===== src/rtl/pong_pkg.sv =====
// Shared constants for the pong round controller.
// Holds the FSM encoding, the goal codes and the score helper.
package pong_pkg;

    localparam int SCORE_W = 4;

    localparam logic [2:0] ST_IDLE  = 3'd0;
    localparam logic [2:0] ST_SERVE = 3'd1;
    localparam logic [2:0] ST_PLAY  = 3'd2;
    localparam logic [2:0] ST_POINT = 3'd3;
    localparam logic [2:0] ST_OVER  = 3'd4;

    localparam logic [2:0] WIN_NONE = 3'd0;
    localparam logic [2:0] WIN_P1   = 3'd1;
    localparam logic [2:0] WIN_P2   = 3'd2;

    localparam logic [SCORE_W-1:0] SCORE_MAX = 4'd15;
    localparam logic [3:0] DIGIT_TOP = 4'd3;

    function automatic logic [SCORE_W-1:0] sat_inc(
        input logic [SCORE_W-1:0] s
    );
        return (s == SCORE_MAX) ? s : s + 1'b1;
    endfunction

endpackage


===== src/rtl/pong_round_controller_edge.sv =====
// Rising-edge detector: one-cycle pulse per low-to-high input transition.
// Used for frame_tick and start_btn qualification.
module pulse_edge_detect (
    input  logic clk,
    input  logic reset,
    input  logic in,
    output logic pulse
);

    logic prev_q;
    logic prev_d;

    always_comb begin
        prev_d = in;
    end

    always_ff @(posedge clk or negedge reset) begin
        if (!reset) begin
            prev_q <= 1'b0;
        end else begin
            prev_q <= prev_d;
        end
    end

    assign pulse = in & ~prev_q;

endmodule


===== src/rtl/pong_round_controller.sv =====
// Game-flow sequencer: serve countdown, play, point freeze, game over.
// Advances on qualified frame ticks; every output is a flop.
module pong_round_controller
    import pong_pkg::*;
#(
    parameter int WIN_SCORE    = 5,
    parameter int SERVE_FRAMES = 60,
    parameter int POINT_FRAMES = 90,
    parameter int CNT_W        = 8
) (
    input  logic       clk,
    input  logic       reset,
    input  logic       frame_tick,
    input  logic       start_btn,
    input  logic [2:0] winner,
    output logic       ball_reset,
    output logic       ball_run,
    output logic [3:0] p1_score,
    output logic [3:0] p2_score,
    output logic [3:0] countdown,
    output logic       game_over,
    output logic [1:0] champion,
    output logic       flash,
    output logic [2:0] state
);

    localparam logic [CNT_W-1:0] SERVE_LAST = CNT_W'(SERVE_FRAMES - 1);
    localparam logic [CNT_W-1:0] POINT_LAST = CNT_W'(POINT_FRAMES - 1);
    localparam logic [SCORE_W-1:0] WIN_THR  = SCORE_W'(WIN_SCORE);

    logic tick;
    logic start;
    logic goal;

    logic [2:0]         state_q,      state_d;
    logic [3:0]         digit_q,      digit_d;
    logic [CNT_W-1:0]   cnt_q,        cnt_d;
    logic [2:0]         fcnt_q,       fcnt_d;
    logic [SCORE_W-1:0] p1_q,         p1_d;
    logic [SCORE_W-1:0] p2_q,         p2_d;
    logic [1:0]         champ_q,      champ_d;
    logic               flash_q,      flash_d;
    logic [2:0]         win_prev_q,   win_prev_d;
    logic               ball_reset_q, ball_reset_d;
    logic               ball_run_q,   ball_run_d;
    logic [3:0]         countdown_q,  countdown_d;
    logic               game_over_q,  game_over_d;

    pulse_edge_detect u_tick_edge (
        .clk   (clk),
        .reset (reset),
        .in    (frame_tick),
        .pulse (tick)
    );

    pulse_edge_detect u_start_edge (
        .clk   (clk),
        .reset (reset),
        .in    (start_btn),
        .pulse (start)
    );

    // Only a fresh 0 -> P1/P2 transition counts; held or odd codes do not.
    assign goal = (state_q == ST_PLAY)
               && (win_prev_q == WIN_NONE)
               && ((winner == WIN_P1) || (winner == WIN_P2));

    always_comb begin
        state_d    = state_q;
        digit_d    = digit_q;
        cnt_d      = cnt_q;
        fcnt_d     = fcnt_q;
        p1_d       = p1_q;
        p2_d       = p2_q;
        champ_d    = champ_q;
        flash_d    = flash_q;
        win_prev_d = winner;

        case (state_q)
            ST_IDLE, ST_OVER: begin
                if (start) begin
                    p1_d    = '0;
                    p2_d    = '0;
                    champ_d = 2'd0;
                    digit_d = DIGIT_TOP;
                    cnt_d   = '0;
                    state_d = ST_SERVE;
                end
            end
            ST_SERVE: begin
                if (tick) begin
                    if (cnt_q == SERVE_LAST) begin
                        cnt_d = '0;
                        if (digit_q == 4'd1) begin
                            digit_d = 4'd0;
                            state_d = ST_PLAY;
                        end else begin
                            digit_d = digit_q - 4'd1;
                        end
                    end else begin
                        cnt_d = cnt_q + 1'b1;
                    end
                end
            end
            ST_PLAY: begin
                // A tick coinciding with the goal is dropped on purpose.
                if (goal) begin
                    if (winner == WIN_P1) begin
                        p1_d = sat_inc(p1_q);
                    end else begin
                        p2_d = sat_inc(p2_q);
                    end
                    cnt_d   = '0;
                    fcnt_d  = '0;
                    flash_d = 1'b1;
                    state_d = ST_POINT;
                end
            end
            ST_POINT: begin
                if (tick) begin
                    fcnt_d = fcnt_q + 1'b1;
                    if (fcnt_q == 3'd7) begin
                        flash_d = ~flash_q;
                    end
                    if (cnt_q == POINT_LAST) begin
                        cnt_d   = '0;
                        flash_d = 1'b0;
                        if ((p1_q >= WIN_THR) || (p2_q >= WIN_THR)) begin
                            champ_d = (p1_q > p2_q) ? 2'd1 : 2'd2;
                            state_d = ST_OVER;
                        end else begin
                            digit_d = DIGIT_TOP;
                            state_d = ST_SERVE;
                        end
                    end else begin
                        cnt_d = cnt_q + 1'b1;
                    end
                end
            end
            default: begin
                state_d = ST_IDLE;
            end
        endcase
    end

    always_comb begin
        ball_reset_d = (state_d == ST_IDLE)
                    || (state_d == ST_SERVE)
                    || (state_d == ST_OVER);
        ball_run_d   = (state_d == ST_PLAY);
        countdown_d  = (state_d == ST_SERVE) ? digit_d : 4'd0;
        game_over_d  = (state_d == ST_OVER);
    end

    always_ff @(posedge clk or negedge reset) begin
        if (!reset) begin
            state_q      <= ST_IDLE;
            digit_q      <= 4'd0;
            cnt_q        <= '0;
            fcnt_q       <= 3'd0;
            p1_q         <= '0;
            p2_q         <= '0;
            champ_q      <= 2'd0;
            flash_q      <= 1'b0;
            win_prev_q   <= WIN_NONE;
            ball_reset_q <= 1'b1;
            ball_run_q   <= 1'b0;
            countdown_q  <= 4'd0;
            game_over_q  <= 1'b0;
        end else begin
            state_q      <= state_d;
            digit_q      <= digit_d;
            cnt_q        <= cnt_d;
            fcnt_q       <= fcnt_d;
            p1_q         <= p1_d;
            p2_q         <= p2_d;
            champ_q      <= champ_d;
            flash_q      <= flash_d;
            win_prev_q   <= win_prev_d;
            ball_reset_q <= ball_reset_d;
            ball_run_q   <= ball_run_d;
            countdown_q  <= countdown_d;
            game_over_q  <= game_over_d;
        end
    end

    assign state      = state_q;
    assign p1_score   = p1_q;
    assign p2_score   = p2_q;
    assign champion   = champ_q;
    assign flash      = flash_q;
    assign ball_reset = ball_reset_q;
    assign ball_run   = ball_run_q;
    assign countdown  = countdown_q;
    assign game_over  = game_over_q;

endmodule


===== config.mk =====
export PLATFORM = sky130hd
export DESIGN_NAME = pong_round_controller
export DESIGN_NICKNAME = d
export VERILOG_FILES = /design/src/rtl/pong_pkg.sv /design/src/rtl/pong_round_controller_edge.sv /design/src/rtl/pong_round_controller.sv
export SDC_FILE = /design/constraint.sdc
export NUM_CORES = 1
export LEC_CHECK = 0
export ABC_AREA = 0
export CAP_MARGIN = 20
export CORE_ASPECT_RATIO = 2
export CORE_MARGIN = 2
export CORE_UTILIZATION = 50
export CTS_CLUSTER_DIAMETER = 80
export DETAILED_ROUTE_END_ITERATION = 16
export PLACE_DENSITY_LB_ADDON = 0.08
export SLEW_MARGIN = 20
export SYNTH_ARGS = -nofsm -noshare
export SYNTH_HDL_FRONTEND = slang
export SYNTH_SLANG_ARGS = --single-unit

===== constraint.sdc =====
create_clock -name clk -period 4 [get_ports clk]
set_input_delay 0.4 -clock clk [delete_from_list [all_inputs] [get_ports clk]]
set_output_delay 0.4 -clock clk [all_outputs]
set_load 0.01 [all_outputs]

# After elaboration in Yosys (flattened, before gate mapping)
# Cells that the tools add are included.
# W data, S select, Z words.
[word_totals]
ff_bits = 41
in_bits = 7
[classes]
n_addsub = 5
n_lt_le_gt_ge = 3
eq_ne = 26
muxes = 48
n_bitwise = 5
n_reduce_logical = 20
[op_table]
columns = ["operator", "n"]
rows = [
  ["$mux W4", 15],
  ["$mux W8", 6],
  ["$pmux W8 S4", 1],
  ["$mux W3", 10],
  ["$reduce_and A5 Y1", 4],
  ["$ne A2 B2 Y1 const B", 9],
  ["$pmux W4 S2", 2],
  ["$eq A3 B2 Y1 const B", 4],
  ["$pmux W3 S4", 1],
  ["$pmux W4 S3", 1],
  ["$mux W2", 5],
  ["$eq A3 B1 Y1 const B", 3],
  ["$eq A3 B3 Y1 const B", 3],
  ["$logic_not A3 Y1", 3],
  ["$add A4 B1 Y4 const B", 2],
  ["$add A8 B1 Y8 const B", 1],
  ["$eq A4 B4 Y1 const B", 2],
  ["$eq A8 B6 Y1 const B", 1],
  ["$eq A8 B7 Y1 const B", 1],
  ["$ge A4 B3 Y1 const B", 2],
  ["$pmux W3 S2", 1],
  ["$reduce_bool A2 Y1", 3],
  ["$eq A4 B1 Y1 const B", 1],
  ["$gt A4 B4 Y1", 1],
  ["other kinds (15)", 25],
]

# Longest topological paths before layout
# Gate-level depths: netlist of the first run.
[depth]
word_depth = 9
mapped_depth = 7
ltp_nobuf = 7

# By module
# A second synthesis of the first run with hierarchy kept.
[hier_totals]
cells_unflattened = 228
area_unflattened_um2 = 2342.2
[modules_own_cells]
columns = ["module", "instances", "cells_each", "area_per_inst_um2", "seq_area_each_um2"]
rows = [
  ["pong_round_controller", 1, 224, 2264.7, 977.2],
  ["pulse_edge_detect", 2, 2, 38.8, 25.0],
]

# Worst setup path before layout of the first run
# Ideal clock, no wire load.
[synth_path]
path_type = "reg2reg"
startpoint = "reg p2_q[0], in the netlist p2_score[0]"
endpoint = "reg countdown_q[0], in the netlist countdown[0]"
setup_time_ns = 0.121
arrival_ns = 1.886
required_ns = 3.879
setup_slack_ns = 1.993
path_stages_with_launch = 8
n_path_buf = 0
synth_period_minus_slack_ns = 2.007
cell_sequence = "dfrtp_1 -> inv_1 -> ha_1 -> nor2b_1 -> o221ai_1 -> nor3_1 -> or4b_4 -> and4b_1"
[synth_lines]
columns = ["item", "line_no", "rtl"]
rows = [
  ["start, declared", "pong_round_controller.sv:40", "logic [SCORE_W-1:0] p2_q, p2_d;"],
  ["start signal, assigned", "pong_round_controller.sv:176", "p2_q <= p2_d;"],
  ["$ge A4 B3 Y1", "pong_round_controller.sv:128", "if ((p1_q >= WIN_THR) || (p2_q >= WIN_THR)) begin"],
  ["$logic_or A1 B1 Y1", "pong_round_controller.sv:128", ""],
  ["$mux W4", "pong_round_controller.sv:128", ""],
  ["$mux W4", "pong_round_controller.sv:125", "if (cnt_q == POINT_LAST) begin"],
  ["$mux W4", "pong_round_controller.sv:120", "if (tick) begin"],
  ["$pmux W4 S3", "pong_round_controller.sv:79", "case (state_q)"],
  ["via digit_d[0]", "pong_round_controller.sv:36", "logic [3:0] digit_q, digit_d;"],
  ["$mux W4", "pong_round_controller.sv:151", "countdown_d = (state_d == ST_SERVE) ? digit_d : 4'd0;"],
  ["via countdown_d[0]", "pong_round_controller.sv:46", "logic [3:0] countdown_q, countdown_d;"],
  ["end signal, assigned", "pong_round_controller.sv:182", "countdown_q <= countdown_d;"],
  ["end, declared", "pong_round_controller.sv:46", ""],
]
# The timed path passes the listed nets, and every way through them passes these cells.
# A chain may end at the register's enable or synchronous reset.

# Worst setup path after layout of the first run
[layout_path]
startpoint = "reg p1_q[0], in the netlist p1_score[0]"
endpoint = "reg countdown_q[0], in the netlist countdown[0]"
[layout_lines]
columns = ["item", "line_no", "rtl"]
rows = [
  ["start, declared", "pong_round_controller.sv:39", "logic [SCORE_W-1:0] p1_q, p1_d;"],
  ["start signal, assigned", "pong_round_controller.sv:175", "p1_q <= p1_d;"],
  ["$ge A4 B3 Y1", "pong_round_controller.sv:128", ""],
  ["$logic_or A1 B1 Y1", "pong_round_controller.sv:128", ""],
  ["$mux W4", "pong_round_controller.sv:128", ""],
  ["$mux W4", "pong_round_controller.sv:125", ""],
  ["$mux W4", "pong_round_controller.sv:120", ""],
  ["$pmux W4 S3", "pong_round_controller.sv:79", ""],
  ["via digit_d[0]", "pong_round_controller.sv:36", ""],
  ["$mux W4", "pong_round_controller.sv:151", ""],
  ["via countdown_d[0]", "pong_round_controller.sv:46", ""],
]
# The timed path passes the listed nets, and every way through them passes these cells.

==> results.yml, run 1 <==
power:
  powerDensity_mw_per_mm2: 350
  peakVddDrop_v: 0.000262
  cellLeakagePower_nw: 1.19
logic_synthesis:
  avgSynthCellArea_sq_um: 10.4
  synth_cells: 219
  netlist_top_cells_area: "dfrtp_1 44%, ha_1 8.8%, o21ai_0 3.5%, nor2_1 2.8%, nand2b_1 2.5%"
  async_flop_share_pct: 100
  ys.flop_type: "dfrtp_1"
  synth_edf_count: 0
  synth_cell_types: 54
  syn_nets: 242
  yosysWarnings: 0
  synth_common_cells: "40 x dfrtp_1, 17 x nor2_1, 16 x ha_1, 16 x o21ai_0, 13 x nand2_1"
  synth_top_area_share_pct: 44.0
  synthesis.area_sq_mm: 0.00228
  yosysSeqAreaShare_pct: 45.1
  ys_ff_latch: 41
  yosysMostFrequentCell: "dfrtp_1"
  synth_top_cell_by_area: "dfrtp_1"
min_path:
  hp-class: "primary input to asynchronous set/reset pin"
route:
  viasPerCell: 5.74
  drc: 0
  drtPass1Iterations: 4
  detail_route.iter0.violations: 19
  wirelength_um: 4940
  vias: 1756
  postRouteAntennaNets: 0
  wl_per_cell_um: 16.1
run:
  cap_violations: 0
sta:
  hold_violations: 0
  max_freq_mhz: 458
  setup_violations: 0
  rsz0062_at_grt: "false"
  fin_tns_setup_ns: 0
  fin_skew_ns: 0.00915
  finalMaxSlewViolations: 0
  fin_crit_sh_pct: 54.6
  min_period_ns: 2.18
  slew-limit-headroom_pct: 41.5
  tightest_slew_ns: 0.878
  fin_ws_ns: 1.82
floorplan:
  die_area_sq_mm: 0.00514
  num_io_pins: 28
  start_util_pct: 51.9
  die_h_um: 99.4
  die_w_um: 51.7
  rows: 34
  core_sq_mm: 0.00438
setup_path:
  crit_family: "simple AND/OR/NAND/NOR gates"
  cp_cell_sequence: "inv_1, ha_1, nor2b_1, o221ai_1, nor3_1, or4b_4, and4b_1"
  timing.critical_path.to: "countdown[0]$_DFF_PN0_"
  r2r_end: "countdown[0]$_DFF_PN0_"
  endpoint_kind: "flip-flop"
  crit_fanout: 5
  reg2reg_setup_slack_ns: 1.82
  arrival_ns: 2.36
  cp.required_ns: 4.18
  slowest_stage: "or4b_4"
  max_stage_delay_ns: 0.53
  worstSetupPathType: "flip-flop to flip-flop"
  r2r-start: "p1_score[0]$_DFFE_PN0P_"
  critPathLaunchType: "flip-flop"
  worst-path-stages: 7
  crit_buf_inv: 1
  r2r.worst_path.cells: 7
  cp-startpoint: "p1_score[0]$_DFFE_PN0P_"
clock_network:
  tritoncts: "built"
  cts_setup_buffers: 0
  root_buffer: "clkbuf_8"
  htreeDepth: 2
  numCtsBuffers: 5
  ctsLongestPathBuffers: 2
  clk_latency_ns: 0.30
  cts.sinks: 41
  cts_hold_buf: 0
  path_clk_slew_ns: 0.08
  cts_resized: 0
final_layout:
  multi_input_area_sq_mm: 0.00118
  layout.nets: 274
  antenna_cells: 0
  syn_to_final_growth_pct: 17.6
  drive_gt1_share_pct: 11.5
  regArea_sq_mm: 0.00103
  n_fill_cell: 400
  fin_util_pct: 61.1
global_route:
  grt_pass1_vias: 1803
  grt_max_degree: 42
  antenna_found_initial: 0
  grt_util_all_layers_pct: 21.5
  grt_overflow: 0
  grt_pass1_wl_um: 8270
place:
  port_buffers: 27
  post-dp-hpwl_um: 3830
  gp_congestion: 0.773
  pre_cts_slack_ns: 1.51
outcome:
  status: "completed"
[report_power, final]
part | internal [mW] | leakage (nW) | switching [mW]
Combinational | 0.0855 | 0.658 | 0.0768
Clock | 0.120 | 0.0439 | 0.148
Sequential | 0.457 | 0.490 | 0.0490
Total | 0.663 | 1.19 | 0.274
[area by class of cell]
type,count,share of cell area [%]
multi-input cells,164,44.3
clock inverters,3,0.655
flip-flops and latches,41,38.4
inverters,12,1.68
repair buffers,27,9.91
clock buffers,5,2.57
well taps,54,2.52
[per-layer routing]
| layer | up-vias | global-route usage [%] | share of wire [%] |
|---|---|---|---|
| met1 | 867 | 21.7 | 38 |
| met5 | - | 0 | 0 |
| met3 | 7 | 3.45 | 2.2 |
| met2 | 28 | 41.3 | 58 |
| li1 | 854 | - | - |
| met4 | 0 | 8.91 | 2.0 |
[kinds of logic (layout without fill, tap and decap cells)]
family | after synthesis | after routing | synth area share, %
AND/OR/NAND/NOR | 91 | 91 | 25.2
AO/OA/AOI/OAI | 52 | 52 | 15.9
flip-flops | 41 | 41 | 45.1
adder cells (fa/ha/maj) | 16 | 16 | 8.80
buffers and inverters | 14 | 47 | 2.80
XOR/XNOR | 3 | 3 | 1.15
multiplexers | 2 | 2 | 0.935
[state kept, by name, indices dropped and copies added, names as in the netlist]
register             cells
cnt_q                    8
countdown                4
digit_q                  4
p1_score                 4
p2_score                 4
fcnt_q                   3
state                    3
win_prev_q               3
champion                 2
ball_reset               1
ball_run                 1
flash                    1
game_over                1
u_start_edge.prev_q      1
u_tick_edge.prev_q       1
[stage by stage]
step / std cells / cell area [sq um] / total power, mW / hold WS (ns)
floorplan: 219 / 2280 / 0.609 / 0.104
global placement: 298 / 2590 / 0.676 / 0.492
detailed placement: 298 / 2590 / 0.679 / 0.493
CTS: 306 / 2680 / 0.946 / 0.262
global route: 306 / 2680 / 0.987 / 0.294
finish: 306 / 2680 / 0.937 / 0.211
[cell usage in the layout, fill, tap and decap left out, types with 4 or more instances in the layout]
| master | netlist | layout |
|---|---|---|
| clkbuf_8 | 0 | 5 |
| and4b_1 | 4 | 4 |
| nand2b_1 | 9 | 9 |
| a21oi_1 | 6 | 6 |
| nand2_1 | 13 | 13 |
| nor3_1 | 4 | 4 |
| nand3_1 | 10 | 10 |
| and3_1 | 4 | 4 |
| dfrtp_1 | 40 | 40 |
| inv_1 | 12 | 12 |
| clkdlybuf4s50_1 | 0 | 26 |
| nor2_1 | 17 | 17 |
| nor2b_1 | 4 | 4 |
| ha_1 | 16 | 16 |
| o21ai_0 | 16 | 16 |
[worst min-delay path by stage]
stage / start / to / cells after the start
floorplan: reset / ball_run$_DFF_PN0_ / 0
global placement: fcnt_q[1]$_DFFE_PN0P_ / fcnt_q[1]$_DFFE_PN0P_ / 1
detailed placement: fcnt_q[1]$_DFFE_PN0P_ / fcnt_q[1]$_DFFE_PN0P_ / 1
CTS: reset / fcnt_q[1]$_DFFE_PN0P_ / 1
global route: reset / win_prev_q[1]$_DFF_PN0_ / 1
finish: reset / p2_score[0]$_DFFE_PN0P_ / 1
No activity file was read; power rests on OpenSTA's default activity.
==> run 2, diff against run 1 <==
==> constraint.sdc (replaced) <==
create_clock -name clk -period 2.1 [get_ports clk]
set_input_delay 0.21 -clock clk [delete_from_list [all_inputs] [get_ports clk]]
set_output_delay 0.21 -clock clk [all_outputs]
set_load 0.01 [all_outputs]
==> results.yml, run 2 (same netlist as run 1, synthesis figures left out) <==
sta:
  fin_ws_ns: 0.112
  hold_ws_ns: 0.387
  finalMaxSlewViolations: 0
  tightest_slew_ns: 0.461
  max_freq_mhz: 503
  min_period_ns: 1.99
  rsz0062_at_grt: "false"
  hold_violations: 0
  fin_skew_ns: 0.0109
  slew-limit-headroom_pct: 69.2
  setup_violations: 0
  fin_crit_sh_pct: 94.6
power:
  cellLeakagePower_nw: 1.33
  powerDensity_mw_per_mm2: 664
  peakVddDrop_v: 0.000623
setup_path:
  reg2reg_setup_slack_ns: 0.11
  cp.required_ns: 2.32
  crit_fanout: 6
  arrival_ns: 2.21
  critPathLaunchType: "flip-flop"
  endpoint_kind: "flip-flop"
  r2r.worst_path.cells: 7
  worstSetupPathType: "flip-flop to flip-flop"
final_layout:
  mostFrequentLayoutCells: "39 x dfrtp_1, 26 x clkdlybuf4s50_1, 26 x buf_4"
  regArea_sq_mm: 0.00103
  n_fill_cell: 369
  multi_input_area_sq_mm: 0.00119
  final_common_cell: "dfrtp_1"
  largest_reg_flops: 8
  fin_util_pct: 66.6
  syn_to_final_growth_pct: 28.2
  regMostFlops: "cnt_q"
  antenna_cells: 0
  drive_gt1_share_pct: 20.4
  layout.nets: 301
floorplan:
  die_h_um: 99.4
  die_w_um: 51.7
  core_sq_mm: 0.00438
  rows: 34
  num_io_pins: 28
  start_util_pct: 51.9
  die_area_sq_mm: 0.00514
clock_network:
  path_clk_slew_ns: 0.08
  root_buffer: "clkbuf_8"
  htreeDepth: 2
  cts.sinks: 41
  numCtsBuffers: 5
  clk_latency_ns: 0.30
  tritoncts: "built"
  ctsLongestPathBuffers: 2
route:
  vias: 1882
  postRouteAntennaNets: 0
  wl_per_cell_um: 15.3
  wirelength_um: 5080
  drtPass1Iterations: 6
  viasPerCell: 5.65
  drc: 0
  detail_route.iter0.violations: 42
global_route:
  grt_pass1_wl_um: 8560
  grt_util_all_layers_pct: 22.2
  grt_max_degree: 24
  grt_overflow: 0
  grt_pass1_vias: 1922
  antenna_found_initial: 0
place:
  pre_cts_slack_ns: -0.0148
  post-dp-hpwl_um: 4010
  port_buffers: 27
  gp_congestion: 0.769
min_path:
  hp-class: "primary input to asynchronous set/reset pin"
run:
  cap_violations: 0
outcome:
  status: "completed"
-- run 2: changes by cell type in the layout (fill, tap and decap cells not counted) --
cell / change
buf_4: +26
clkinv_2: -2
o221ai_2: +1
o221ai_1: -1
bufinv_16: +1
dfrtp_2: +1
clkinv_4: +1
dfrtp_1: -1
dlygate4sd3_1: +1
-- run 2: critical path: stages, from the launching register on --
cell and delay, ns:
dfrtp_2 0.44, ha_1 0.20, and4b_1 0.25, mux2_2 0.28, a21o_2 0.26, nand2b_1 0.17
buf_4 0.16, o21ai_0 0.15
-- run 2: repair_timing --
action | CTS | global route
hold endpoints to repair | 18 | 0
setup endpoints to repair | 0 | 3
setup buffers | 0 | 1
hold buffers | 1 | 0
resized for setup | 0 | 2
-- run 2: path summary, 6_finish.rpt --
check                                               end                   from
worst max register to register     cnt_q[2]$_DFFE_PN0P_   cnt_q[0]$_DFFE_PN0P_
min in group clk                win_prev_q[0]$_DFF_PN0_              winner[0]
worst min register to register    fcnt_q[0]$_DFFE_PN0P_  fcnt_q[0]$_DFFE_PN0P_
worst max-delay path               cnt_q[2]$_DFFE_PN0P_   cnt_q[0]$_DFFE_PN0P_
max in group asynchronous          ball_reset$_DFF_PN1_                  reset
worst min-delay path            p2_score[0]$_DFFE_PN0P_                  reset
-- run 2: metal layers --
| layer | routed length, um | GRT usage [%] | vias up |
|---|---|---|---|
| li1 | - | - | 914 |
| met4 | 206 | 13.0 | 0 |
| met3 | 143 | 4.20 | 19 |
| met5 | 0 | 0 | - |
| met1 | 1860 | 21.8 | 907 |
| met2 | 2870 | 40.9 | 42 |
-- run 2: cell type report --
cell class / instances / area share [%]
Multi-Input combinational cell: 164 / 40.8
Sequential cell: 41 / 35.2
Timing Repair Buffer: 54 / 16.1
Clock buffer: 5 / 2.36
Tap cell: 54 / 2.32
Clock inverter: 3 / 1.59
Inverter: 12 / 1.54
-- run 2: power breakdown --
part | total (mW) | leakage, nW | internal (mW) | switching [mW]
registers | 0.964 | 0.488 | 0.872 | 0.0921
logic | 0.335 | 0.788 | 0.183 | 0.152
clock network | 0.638 | 0.0543 | 0.356 | 0.283
-- run 2: per-stage QoR --
step | cell area (sq um) | setup TNS [ns] | power [mW] | std cells
2_1_floorplan | 2280 | 0 | 1.16 | 219
3_3_place_gp | 2780 | 0 | 1.31 | 323
4_1_cts | 2900 | 0 | 1.96 | 332
3_5_place_dp | 2780 | -0.0148 | 1.31 | 323
6_report | 2920 | 0 | 1.94 | 333
5_1_grt | 2920 | 0 | 2.04 | 333
==> run 3, diff against run 2 <==
--- a/config.mk
+++ b/config.mk
@@ -12,6 +12,7 @@
 export CORE_UTILIZATION = 50
 export CTS_CLUSTER_DIAMETER = 80
 export DETAILED_ROUTE_END_ITERATION = 16
+export DONT_BUFFER_PORTS = 1
 export PLACE_DENSITY_LB_ADDON = 0.08
 export SLEW_MARGIN = 20
 export SYNTH_ARGS = -nofsm -noshare
==> results.yml, run 3 (same netlist as run 1, synthesis figures left out) <==
power:
  peakVddDrop_v: 0.000596
  cellLeakagePower_nw: 1.24
  p_total_mw: 1.80
  powerDensity_mw_per_mm2: 670
route:
  wl_met1_um: 1970
  wl_met2_um: 3070
  wirelength_um: 5260
  wl_met3_um: 158
  drtPass1Iterations: 4
  vias: 1790
  detail_route.iter0.violations: 36
  dr.max_layer_used: "met4"
  drc: 0
  postRouteAntennaNets: 0
  viasPerCell: 5.79
  wl_per_cell_um: 17.0
global_route:
  grt_util_all_layers_pct: 23.0
  grt_pass1_vias: 1924
  grt_pass1_wl_um: 8880
  grt_overflow: 0
  grt_max_degree: 42
  antenna_found_initial: 0
setup_path:
  critPathLaunchType: "flip-flop"
  endpoint_kind: "flip-flop"
  worstSetupPathType: "flip-flop to flip-flop"
  arrival_ns: 2.20
  reg2reg_setup_slack_ns: 0.09
  crit_fanout: 5
  r2r.worst_path.cells: 6
  cp-startpoint: "cnt_q[0]$_DFFE_PN0P_"
  r2r_end: "countdown[0]$_DFF_PN0_"
  r2r-start: "cnt_q[0]$_DFFE_PN0P_"
  cp.required_ns: 2.29
floorplan:
  die_area_sq_mm: 0.00514
  die_h_um: 99.4
  core_sq_mm: 0.00438
  start_util_pct: 51.9
  rows: 34
  num_io_pins: 28
  die_w_um: 51.7
clock_network:
  cts.sinks: 41
  numCtsBuffers: 5
  clk_latency_ns: 0.30
  ctsLongestPathBuffers: 2
  cts_setup_buffers: 0
  tritoncts: "built"
  path_clk_slew_ns: 0.08
  root_buffer: "clkbuf_8"
  htreeDepth: 2
final_layout:
  mostFrequentLayoutCells: "40 x dfrtp_1, 23 x buf_4, 17 x nor2_1"
  fin_util_pct: 61.4
  antenna_cells: 0
  final_common_cell: "dfrtp_1"
  fin_cells: 309
  largest_reg_flops: 8
  n_fill_cell: 363
  drive_gt1_share_pct: 23.1
  layout.nets: 277
  syn_to_final_growth_pct: 18.3
  regMostFlops: "cnt_q"
place:
  dp_cells: 294
  pre_cts_slack_ns: 0.0712
  post-dp-hpwl_um: 4010
  port_buffers: 0
  gp_congestion: 0.783
sta:
  hold_violations: 0
  finalMaxSlewViolations: 0
  fin_skew_ns: 0.0137
  min_period_ns: 2.01
  fin_crit_sh_pct: 95.9
  slew-limit-headroom_pct: 62.4
  fin_tns_setup_ns: 0
  setup_violations: 0
  tightest_slew_ns: 0.558
  fin_ws_ns: 0.0858
  max_freq_mhz: 496
min_path:
  holdPathStages: 2
  hold_path_startpoint: "start_btn"
  hold_end: "game_over$_DFF_PN0_"
  hp-class: "primary input to flip-flop"
outcome:
  status: "completed"
run:
  cap_violations: 0
==> run 3: changes by cell type in the layout (fill, tap and decap cells not counted), sizes merged <==
cell	before	now
clkdlybuf4s50	26	0
dlygate4sd3	1	6
buf	27	24
bufinv	1	0
clkinv	1	2
==> run 3: how the worst max path moves through the flow <==
stage	slack [ns]	end	cells after the start
detailed placement	0.07	countdown[0]$_DFF_PN0_	6
global placement	0.10	cnt_q[2]$_DFFE_PN0P_	6
CTS	0.05	countdown[0]$_DFF_PN0_	6
global route	-0.003	countdown[0]$_DFF_PN0_	5
floorplan	0.09	countdown[0]$_DFF_PN0_	7
finish	0.09	countdown[0]$_DFF_PN0_	6
==> run 3: routing by layer <==
metal	GRT usage, %	up-vias
li1	-	863
met1	24.0	884
met2	43.8	35
met3	3.60	8
met4	8.70	0
met5	0	-
==> run 3: report_power, final <==
group | switching, mW | leakage, nW | internal, mW
clock network | 0.294 | 0.0439 | 0.230
logic | 0.157 | 0.702 | 0.167
registers | 0.0831 | 0.490 | 0.872
total | 0.534 | 1.24 | 1.27
==> run 3: repair_timing <==
action,4_1_cts,5_1_grt
resized for setup,0,7
hold buffers,7,0
hold endpoints to repair,46,0
setup endpoints to repair,0,7
==> run 3: layout make-up <==
cell class,instances,area [sq um],area share [%]
multi-input cells,164,1210,45.0
clock inverters,3,17.5,0.651
repair buffers,30,253,9.39
well taps,54,67.6,2.51
flip-flops and latches,41,1030,38.2
clock buffers,5,68.8,2.56
inverters,12,45.0,1.67
==> run 3: per-stage QoR <==
stage	instance area, sq um	hold slack, ns
after floorplan	2280	-0.0856
after global placement	2500	-0.0847
after detailed placement	2500	-0.0848
after CTS	2660	0.179
after global routing	2690	0.191
final	2690	0.182
==> run 3: worst max-delay path, stage by stage, from the launching register on <==
cell	delay (ns)
dfrtp_1	0.42
ha_2	0.24
and4b_2	0.27
and4_4	0.26
nor2_2	0.04
or4b_4	0.47
and4b_1	0.21
